--- config.mk ---
export PLATFORM = sky130hd
export DESIGN_NAME = rbm_host_sequencer_flat
export DESIGN_NICKNAME = d
export VERILOG_FILES = /design/src/rtl/rbm_host_sequencer_if.sv /design/src/rtl/rbm_host_sequencer.sv /design/src/flat_wrapper.sv
export SDC_FILE = /design/constraint.sdc
export NUM_CORES = 2
export LEC_CHECK = 0
export ABC_CLOCK_PERIOD_IN_PS = 3410
export BUFFER_PORTS_ARGS = -buffer_cell sky130_fd_sc_hd__buf_2
export CAP_MARGIN = 20
export CORE_AREA = 5 5 445 228
export CTS_BUF_LIST = sky130_fd_sc_hd__clkbuf_4
export DETAILED_ROUTE_END_ITERATION = 6
export DIE_AREA = 0 0 450 233
export HOLD_SLACK_MARGIN = 0.15
export PLACE_DENSITY = 0.72
export RECOVER_POWER = 25
export REMOVE_ABC_BUFFERS = 1
export SYNTH_ARGS = -nofsm -noshare
export SYNTH_HDL_FRONTEND = slang
export SYNTH_SLANG_ARGS = --single-unit
--- constraint.sdc ---
create_clock -name clock -period 3.41 [get_ports clock]
set_input_delay 0.341 -clock clock [delete_from_list [all_inputs] [get_ports clock]]
set_output_delay 0.341 -clock clock [all_outputs]
set_load 0.03 [all_outputs]
--- src/rtl/rbm_host_sequencer_if.sv ---
// ---------------------------------------------------------------------------
// rbm_host_sequencer_if
// Bundles every non-clock signal between the host sequencer, the pixel
// source, the Main RBM core and the result consumer.
//
// Handshakes: a transfer happens on a rising clock edge where both valid and
// ready are high. A valid, once raised, holds its payload stable until the
// transfer. Ready may be high with valid low, which has no effect.
//   pixel stream : pixel_valid / pixel_ready, payload pixel_in
//   result       : result_valid / result_ready, payload label + max_score
//
// Modports
//   master : the sequencer (drives pixel_ready, core_* controls, results)
//   slave  : the environment (pixel source, Main core, result consumer)
// ---------------------------------------------------------------------------
interface rbm_host_sequencer_if #(
   parameter int input_dim   = 784,
   parameter int output_dim  = 10,
   parameter int w_bitlength = 12,
   parameter int label_bits  = 4
);
   logic                              pixel_in;
   logic                              pixel_valid;
   logic                              pixel_ready;
   logic                              core_reset;
   logic                              core_data_valid;
   logic [input_dim-1:0]              core_input_port;
   logic [output_dim*w_bitlength-1:0] core_output_port;
   logic                              core_finish;
   logic [label_bits-1:0]             label;
   logic [w_bitlength-1:0]            max_score;
   logic                              result_valid;
   logic                              result_ready;
   logic                              busy;

   modport master (
      input  pixel_in, pixel_valid, core_output_port, core_finish, result_ready,
      output pixel_ready, core_reset, core_data_valid, core_input_port,
             label, max_score, result_valid, busy
   );

   modport slave (
      output pixel_in, pixel_valid, core_output_port, core_finish, result_ready,
      input  pixel_ready, core_reset, core_data_valid, core_input_port,
             label, max_score, result_valid, busy
   );
endinterface

--- src/rtl/rbm_host_sequencer.sv ---
// ---------------------------------------------------------------------------
// rbm_host_sequencer
// Host-side driver for the Main RBM core. Assembles a serial pixel stream
// into the packed input image, pulses the core reset, runs the core until
// its finish rises, captures the packed scores and performs a one-score-per-
// cycle signed argmax, returning the winning label over a valid/ready
// handshake.
//
// Ports
//   clock     : single clock, rising edge
//   reset     : synchronous, active-low
//   bus       : rbm_host_sequencer_if.master (pixel stream, core, result)
//   dbg_state : current FSM state encoding (IDLE=0 LOAD=1 CRST=2 RUN=3
//               SCAN=4 RESULT=5)
// ---------------------------------------------------------------------------
module rbm_host_sequencer #(
   parameter int input_dim   = 784,
   parameter int output_dim  = 10,
   parameter int w_bitlength = 12,
   parameter int label_bits  = 4
) (
   input  logic                        clock,
   input  logic                        reset,
   rbm_host_sequencer_if.master        bus,
   output logic [2:0]                  dbg_state
);

   typedef enum logic [2:0] {
      IDLE   = 3'd0,
      LOAD   = 3'd1,
      CRST   = 3'd2,
      RUN    = 3'd3,
      SCAN   = 3'd4,
      RESULT = 3'd5
   } state_t;

   localparam int cnt_w = (input_dim > 1) ? $clog2(input_dim) : 1;

   state_t                            state;
   state_t                            state_nxt;
   logic [cnt_w-1:0]                  cnt;
   logic [input_dim-1:0]              image;
   logic [1:0]                        crst_cnt;
   logic                              finish_q;
   logic [output_dim*w_bitlength-1:0] scores;
   logic [label_bits-1:0]             idx;
   logic [label_bits-1:0]             label_r;
   logic [w_bitlength-1:0]            max_r;
   logic [w_bitlength-1:0]            cur_score;
   logic                              pixel_xfer;
   logic                              last_pixel;
   logic                              finish_edge;
   logic                              scan_last;
   logic                              run_entry;

   // pixel_ready is high exactly in LOAD, so a transfer is LOAD && valid.
   assign pixel_xfer  = (state == LOAD) && bus.pixel_valid;
   assign last_pixel  = pixel_xfer && (cnt == cnt_w'(input_dim - 1));
   assign finish_edge = (state == RUN) && bus.core_finish && !finish_q;
   assign scan_last   = (state == SCAN) && (idx == label_bits'(output_dim - 1));
   assign run_entry   = (state == CRST) && (state_nxt == RUN);

   // Score currently under inspection by the argmax scan.
   always_comb begin
      cur_score = '0;
      for (int j = 0; j < output_dim; j++) begin
         if (idx == label_bits'(j)) begin
            cur_score = scores[j*w_bitlength +: w_bitlength];
         end
      end
   end

   // State register.
   always_ff @(posedge clock) begin
      if (!reset) begin
         state <= IDLE;
      end else begin
         state <= state_nxt;
      end
   end

   // Next state and Moore-decoded control outputs.
   always_comb begin
      state_nxt           = state;
      bus.pixel_ready     = 1'b0;
      bus.core_reset      = 1'b0;
      bus.core_data_valid = 1'b0;
      bus.result_valid    = 1'b0;
      bus.busy            = 1'b1;
      case (state)
         IDLE: begin
            bus.core_reset = 1'b1;
            state_nxt      = LOAD;
         end
         LOAD: begin
            bus.pixel_ready = 1'b1;
            bus.busy        = 1'b0;
            if (last_pixel) state_nxt = CRST;
         end
         CRST: begin
            bus.core_reset = 1'b1;
            if (crst_cnt == 2'd1) state_nxt = RUN;
         end
         RUN: begin
            bus.core_data_valid = 1'b1;
            if (finish_edge) state_nxt = SCAN;
         end
         SCAN: begin
            if (scan_last) state_nxt = RESULT;
         end
         RESULT: begin
            bus.result_valid = 1'b1;
            bus.busy         = 1'b0;
            if (bus.result_ready) state_nxt = LOAD;
         end
         default: begin
            state_nxt = IDLE;
         end
      endcase
   end

   // Datapath: image assembly, core-reset timer, finish edge detect,
   // score capture and argmax.
   always_ff @(posedge clock) begin
      if (!reset) begin
         cnt      <= '0;
         image    <= '0;
         crst_cnt <= 2'd0;
         finish_q <= 1'b1;
         scores   <= '0;
         idx      <= '0;
         label_r  <= '0;
         max_r    <= '0;
      end else begin
         // Forcing finish_q high on RUN entry means a finish that is already
         // high must fall and rise again before it counts.
         finish_q <= run_entry ? 1'b1 : bus.core_finish;

         if (pixel_xfer) begin
            image[cnt] <= bus.pixel_in;
            cnt        <= last_pixel ? '0 : cnt + 1'b1;
         end

         crst_cnt <= (state == CRST) ? crst_cnt + 2'd1 : 2'd0;

         if (finish_edge) begin
            scores <= bus.core_output_port;
            idx    <= '0;
         end

         // Strictly-greater replacement keeps the lowest index on ties.
         if (state == SCAN) begin
            if ((idx == '0) || ($signed(cur_score) > $signed(max_r))) begin
               label_r <= idx;
               max_r   <= cur_score;
            end
            idx <= idx + 1'b1;
         end
      end
   end

   assign bus.core_input_port = image;
   assign bus.label           = label_r;
   assign bus.max_score       = max_r;
   assign dbg_state           = state;

endmodule

--- src/flat_wrapper.sv ---
// flat-port wrapper written by rule: the top's interface ports become plain ports
module rbm_host_sequencer_flat 
#(
   parameter int input_dim   = 784,
   parameter int output_dim  = 10,
   parameter int w_bitlength = 12,
   parameter int label_bits  = 4
)
  (clock, reset, dbg_state, bus_pixel_in, bus_pixel_valid, bus_core_output_port, bus_core_finish, bus_result_ready, bus_pixel_ready, bus_core_reset, bus_core_data_valid, bus_core_input_port, bus_label, bus_max_score, bus_result_valid, bus_busy);
  rbm_host_sequencer_if #(.input_dim(input_dim), .output_dim(output_dim), .w_bitlength(w_bitlength), .label_bits(label_bits)) bus_i ();
  input  logic clock;
  input  logic reset;
  output logic [2:0] dbg_state;
  input wire logic [$bits(bus_i.pixel_in)-1:0] bus_pixel_in;
  input wire logic [$bits(bus_i.pixel_valid)-1:0] bus_pixel_valid;
  input wire logic [$bits(bus_i.core_output_port)-1:0] bus_core_output_port;
  input wire logic [$bits(bus_i.core_finish)-1:0] bus_core_finish;
  input wire logic [$bits(bus_i.result_ready)-1:0] bus_result_ready;
  output wire logic [$bits(bus_i.pixel_ready)-1:0] bus_pixel_ready;
  output wire logic [$bits(bus_i.core_reset)-1:0] bus_core_reset;
  output wire logic [$bits(bus_i.core_data_valid)-1:0] bus_core_data_valid;
  output wire logic [$bits(bus_i.core_input_port)-1:0] bus_core_input_port;
  output wire logic [$bits(bus_i.label)-1:0] bus_label;
  output wire logic [$bits(bus_i.max_score)-1:0] bus_max_score;
  output wire logic [$bits(bus_i.result_valid)-1:0] bus_result_valid;
  output wire logic [$bits(bus_i.busy)-1:0] bus_busy;
  assign bus_i.pixel_in = bus_pixel_in;
  assign bus_i.pixel_valid = bus_pixel_valid;
  assign bus_i.core_output_port = bus_core_output_port;
  assign bus_i.core_finish = bus_core_finish;
  assign bus_i.result_ready = bus_result_ready;
  assign bus_pixel_ready = bus_i.pixel_ready;
  assign bus_core_reset = bus_i.core_reset;
  assign bus_core_data_valid = bus_i.core_data_valid;
  assign bus_core_input_port = bus_i.core_input_port;
  assign bus_label = bus_i.label;
  assign bus_max_score = bus_i.max_score;
  assign bus_result_valid = bus_i.result_valid;
  assign bus_busy = bus_i.busy;
  rbm_host_sequencer #(.input_dim(input_dim), .output_dim(output_dim), .w_bitlength(w_bitlength), .label_bits(label_bits)) u_core (.clock(clock), .reset(reset), .bus(bus_i), .dbg_state(dbg_state));
endmodule
==> results.tsv <==
stage	metric	value	unit
grt	GRT Resource Usage Total	38.3	%
power	switching power	5.35	mW
synth	synthesized cell area	0.0403	mm2
grt	first-pass GRT wire length	299000	um
status	status	finished with violations	
synth	Ys Warns	0	
grt	vias in the first global route	43400	
drt	Vias	46200	
critical_path	CP endpoint kind	register	
floorplan	Die Wd	450	um
timing	Slew headroom	35.6	%
power	clock power share	43.2	%
grt	total grt overflow	0	
drt	routed len/inst	28.4	um
synth	post-synth cell types	62	
synth	Post-synth ARST share	0	%
timing	min Tclk post-route	3.75	ns
synth	top_reg_cell synth	dfxtp_1	
timing	Sum Neg Setup Slack	-4.27	ns
cts	clock sinks	940	
cells_and_area	share of layout cells above drive strength 1	20.7	%
critical_path	kind of critical path	register to register	
cts	CTS buffer count	208	
cells_and_area	Nets	6152	
power	Comb pwr share	4.4	%
timing	# setup viols final	16	
floorplan	Die Y	233	um
placed_design	final RePlAce weighted congestion	1.00	
grt	initial antenna violation count	18	
cts	CTS max path bufs	3	
drt	1st-iter DRT viols	6853	
timing	worst slew pin tran	0.962	ns
floorplan	IO Count	934	
synth	cells after synthesis	4783	
cts	H-tree depth	4	
critical_path	Crit path arrival time	4.87	ns
timing	Final Hold Fails	0	
cts	Worst-Skew Late Latency	1.26	ns
cells_and_area	commonest non-fill, non-tap cell in the layout	dfxtp_1	
floorplan	# rows	81	
drt	DR vias/cell	6.19	
drt	Post-Route WL	212000	um
timing	clock skew	0.0980	ns
synth	Synth Register Bits	940	
cells_and_area	# fillers	8820	
placed_design	number of port buffers	933	
critical_path	critical path required time	4.53	ns
critical_path	Crit Path Max Fanout	8	
floorplan	core area	0.0969	mm2
placed_design	DP Wirelength	138000	um
power	Pwr Density	392	mW/mm2
drt	first-pass iteration count of the detailed router	6	
synth	Post-synth EDFFs	0	
power	Final Power	21.0	mW
power	VDD IR-drop max	272	uV
worst_hold_path	min-delay worst type	input port to register	
run	Max Cap Viol	0	
placed_design	Setup Slack @ Placement	-0.621	ns
timing	Final Cycle Share	110	%
cts	CTS tree	yes	
power	internal cell power	15.6	mW
synth	register area share after synthesis	46.6	%
power	sw frac	25.5	%
cts	Reg clk slew, reported paths	0.08	ns
power	Reg power frac	52.4	%
floorplan	Initial Util	41.6	%
critical_path	startpoint types	register	
synth	Avg Synthesized Cell Area	8.44	um2
cells_and_area	area delta synth->final	32.4	%
drt	DRC errors left	3	
cells_and_area	most frequent cells in the layout	dfxtp_1 (938), nand3_1 (794), o21ai_0 (788), buf_2 (508), a21boi_0 (503)	
timing	Fmax	0.267	GHz
drt	final antenna-violating net count	0	
status	failing checks	DRC, setup timing	
floorplan	die area	0.105	mm2
power	Leak	19.6	nW
timing	max-slew violations	0	
grt	largest net degree at the start of global routing	123	
timing	slack of the critical path	-0.339	ns
cts	clk root buf	clkbuf_4	
timing	unrepaired setup endpoints after global routing	yes	
==> timing repair <==
item	4_1_cts	5_1_grt
buffers inserted	12	8
endpoints found under the hold margin	940	0
pin swaps	24	21
resized for setup	63	41
endpoints found under the setup margin	16	16
gates cloned	2	0
hold buffers	369	0
==> logic make-up (layout without fill, tap and decap cells) <==
| logic type | Yosys count | after routing | share of synthesized area (%) |
|---|---|---|---|
| XOR/XNOR | 7 | 7 | 0.152 |
| buffers and inverters | 594 | 1974 | 5.99 |
| multiplexers | 15 | 15 | 0.372 |
| adder cells (fa/ha/maj) | 21 | 21 | 0.651 |
| AND/OR/NAND/NOR | 1372 | 1372 | 17.0 |
| flip-flops | 940 | 940 | 46.6 |
| AO/OA/AOI/OAI | 1834 | 1834 | 29.2 |
| other | 0 | 14 | 0 |
==> synth_stat cells, types with 11 or more instances <==
cell type | n | area (um2)
a21boi_0 | 503 | 3780
a21boi_1 | 403 | 3030
a21oi_1 | 51 | 255
a221o_1 | 11 | 110
a221oi_1 | 12 | 105
and2_1 | 12 | 75.1
buf_2 | 85 | 425
clkbuf_1 | 434 | 1630
clkbuf_2 | 16 | 80.1
dfxtp_1 | 940 | 18800
ha_1 | 21 | 263
inv_1 | 36 | 135
mux2i_1 | 15 | 150
nand2_1 | 354 | 1330
nand3_1 | 802 | 4010
nand4b_1 | 11 | 96.3
nor2_1 | 45 | 169
nor2_2 | 15 | 93.8
nor2_4 | 20 | 225
nor2b_1 | 20 | 125
nor3b_1 | 14 | 105
nor4bb_1 | 22 | 220
o21a_1 | 13 | 97.6
o21ai_0 | 788 | 3940
o31ai_1 | 22 | 165
o41ai_1 | 12 | 105
==> critical path, cell delays in order (launching register included) <==
cell and delay [ns]:
dfxtp_4 0.40, inv_4 0.05, buf_6 0.12, ha_4 0.18, buf_12 0.16, buf_6 0.14, a221o_1 0.32, a221oi_2 0.27
a21oi_1 0.12, buf_4 0.19, ha_4 0.27, nand4_1 0.25, o311ai_4 0.43, o22ai_2 0.15, buf_4 0.17, buf_6 0.10
o311a_1 0.31
==> power by group through the flow <==
stage          Combinational (mW)  Sequential, mW  Clock [mW]
2_1_floorplan               0.186            11.2           0
3_3_place_gp                0.639            11.2           0
3_5_place_dp                0.641            11.2           0
4_1_cts                     0.871            11.0        8.99
5_1_grt                     0.953            11.0        9.62
6_report                    0.921            11.0        9.06
==> state kept, by name, indices dropped and copies added, names as in the netlist <==
register	flops
u_core.bus.label	4
u_core.crst_cnt	2
u_core.finish_q	1
u_core.dbg_state	3
u_core.bus.core_input_port	784
u_core.idx	4
u_core.scores	120
u_core.cnt	10
u_core.bus.max_score	12
==> final timing paths <==
check | endpoint | depth (start not counted) | slack, ns | from
hold reg to reg | u_core.crst_cnt[0] | 1 | 0.44 | u_core.crst_cnt[0]
setup reg to reg | u_core.bus.max_score[0] | 16 | -0.34 | u_core.idx[0]
hold / removal | u_core.bus.core_input_port[301] | 3 | 0.25 | reset
setup / recovery | u_core.bus.max_score[0] | 16 | -0.34 | u_core.idx[0]
==> final cells by class <==
| type | count | area [um2] | share of cell area (%) |
|---|---|---|---|
| inverters | 37 | 144 | 0.269 |
| clock buffers | 307 | 2300 | 4.31 |
| well taps | 1286 | 1610 | 3.01 |
| clock inverters | 61 | 283 | 0.529 |
| flip-flops and latches | 940 | 18800 | 35.2 |
| multi-input cells | 3249 | 19800 | 37.1 |
| repair buffers | 1569 | 10400 | 19.5 |
| diodes | 14 | 35.0 | 0.0656 |
==> through the flow <==
stage / std cells / instance area (um2) / hold WS, ns / util [%]
after global routing: 7456 / 53400 / 0.205 / 55.1
after global placement: 6692 / 46900 / 0.413 / 48.4
after floorplan: 4226 / 38100 / 0.404 / -
after detailed placement: 6692 / 46900 / 0.429 / 48.4
after CTS: 7443 / 53700 / 0.182 / 55.4
final: 7463 / 53400 / 0.251 / 55.1
==> metal layers <==
layer	global-route usage, %	share of wire, %	up-vias
met5	0	0.025	-
met4	21.8	6.3	10
met3	14.7	15	786
met2	52.9	40	3714
met1	50.9	39	22200
li1	-	-	19500
Note: power is estimated with default switching activity, not from simulation.
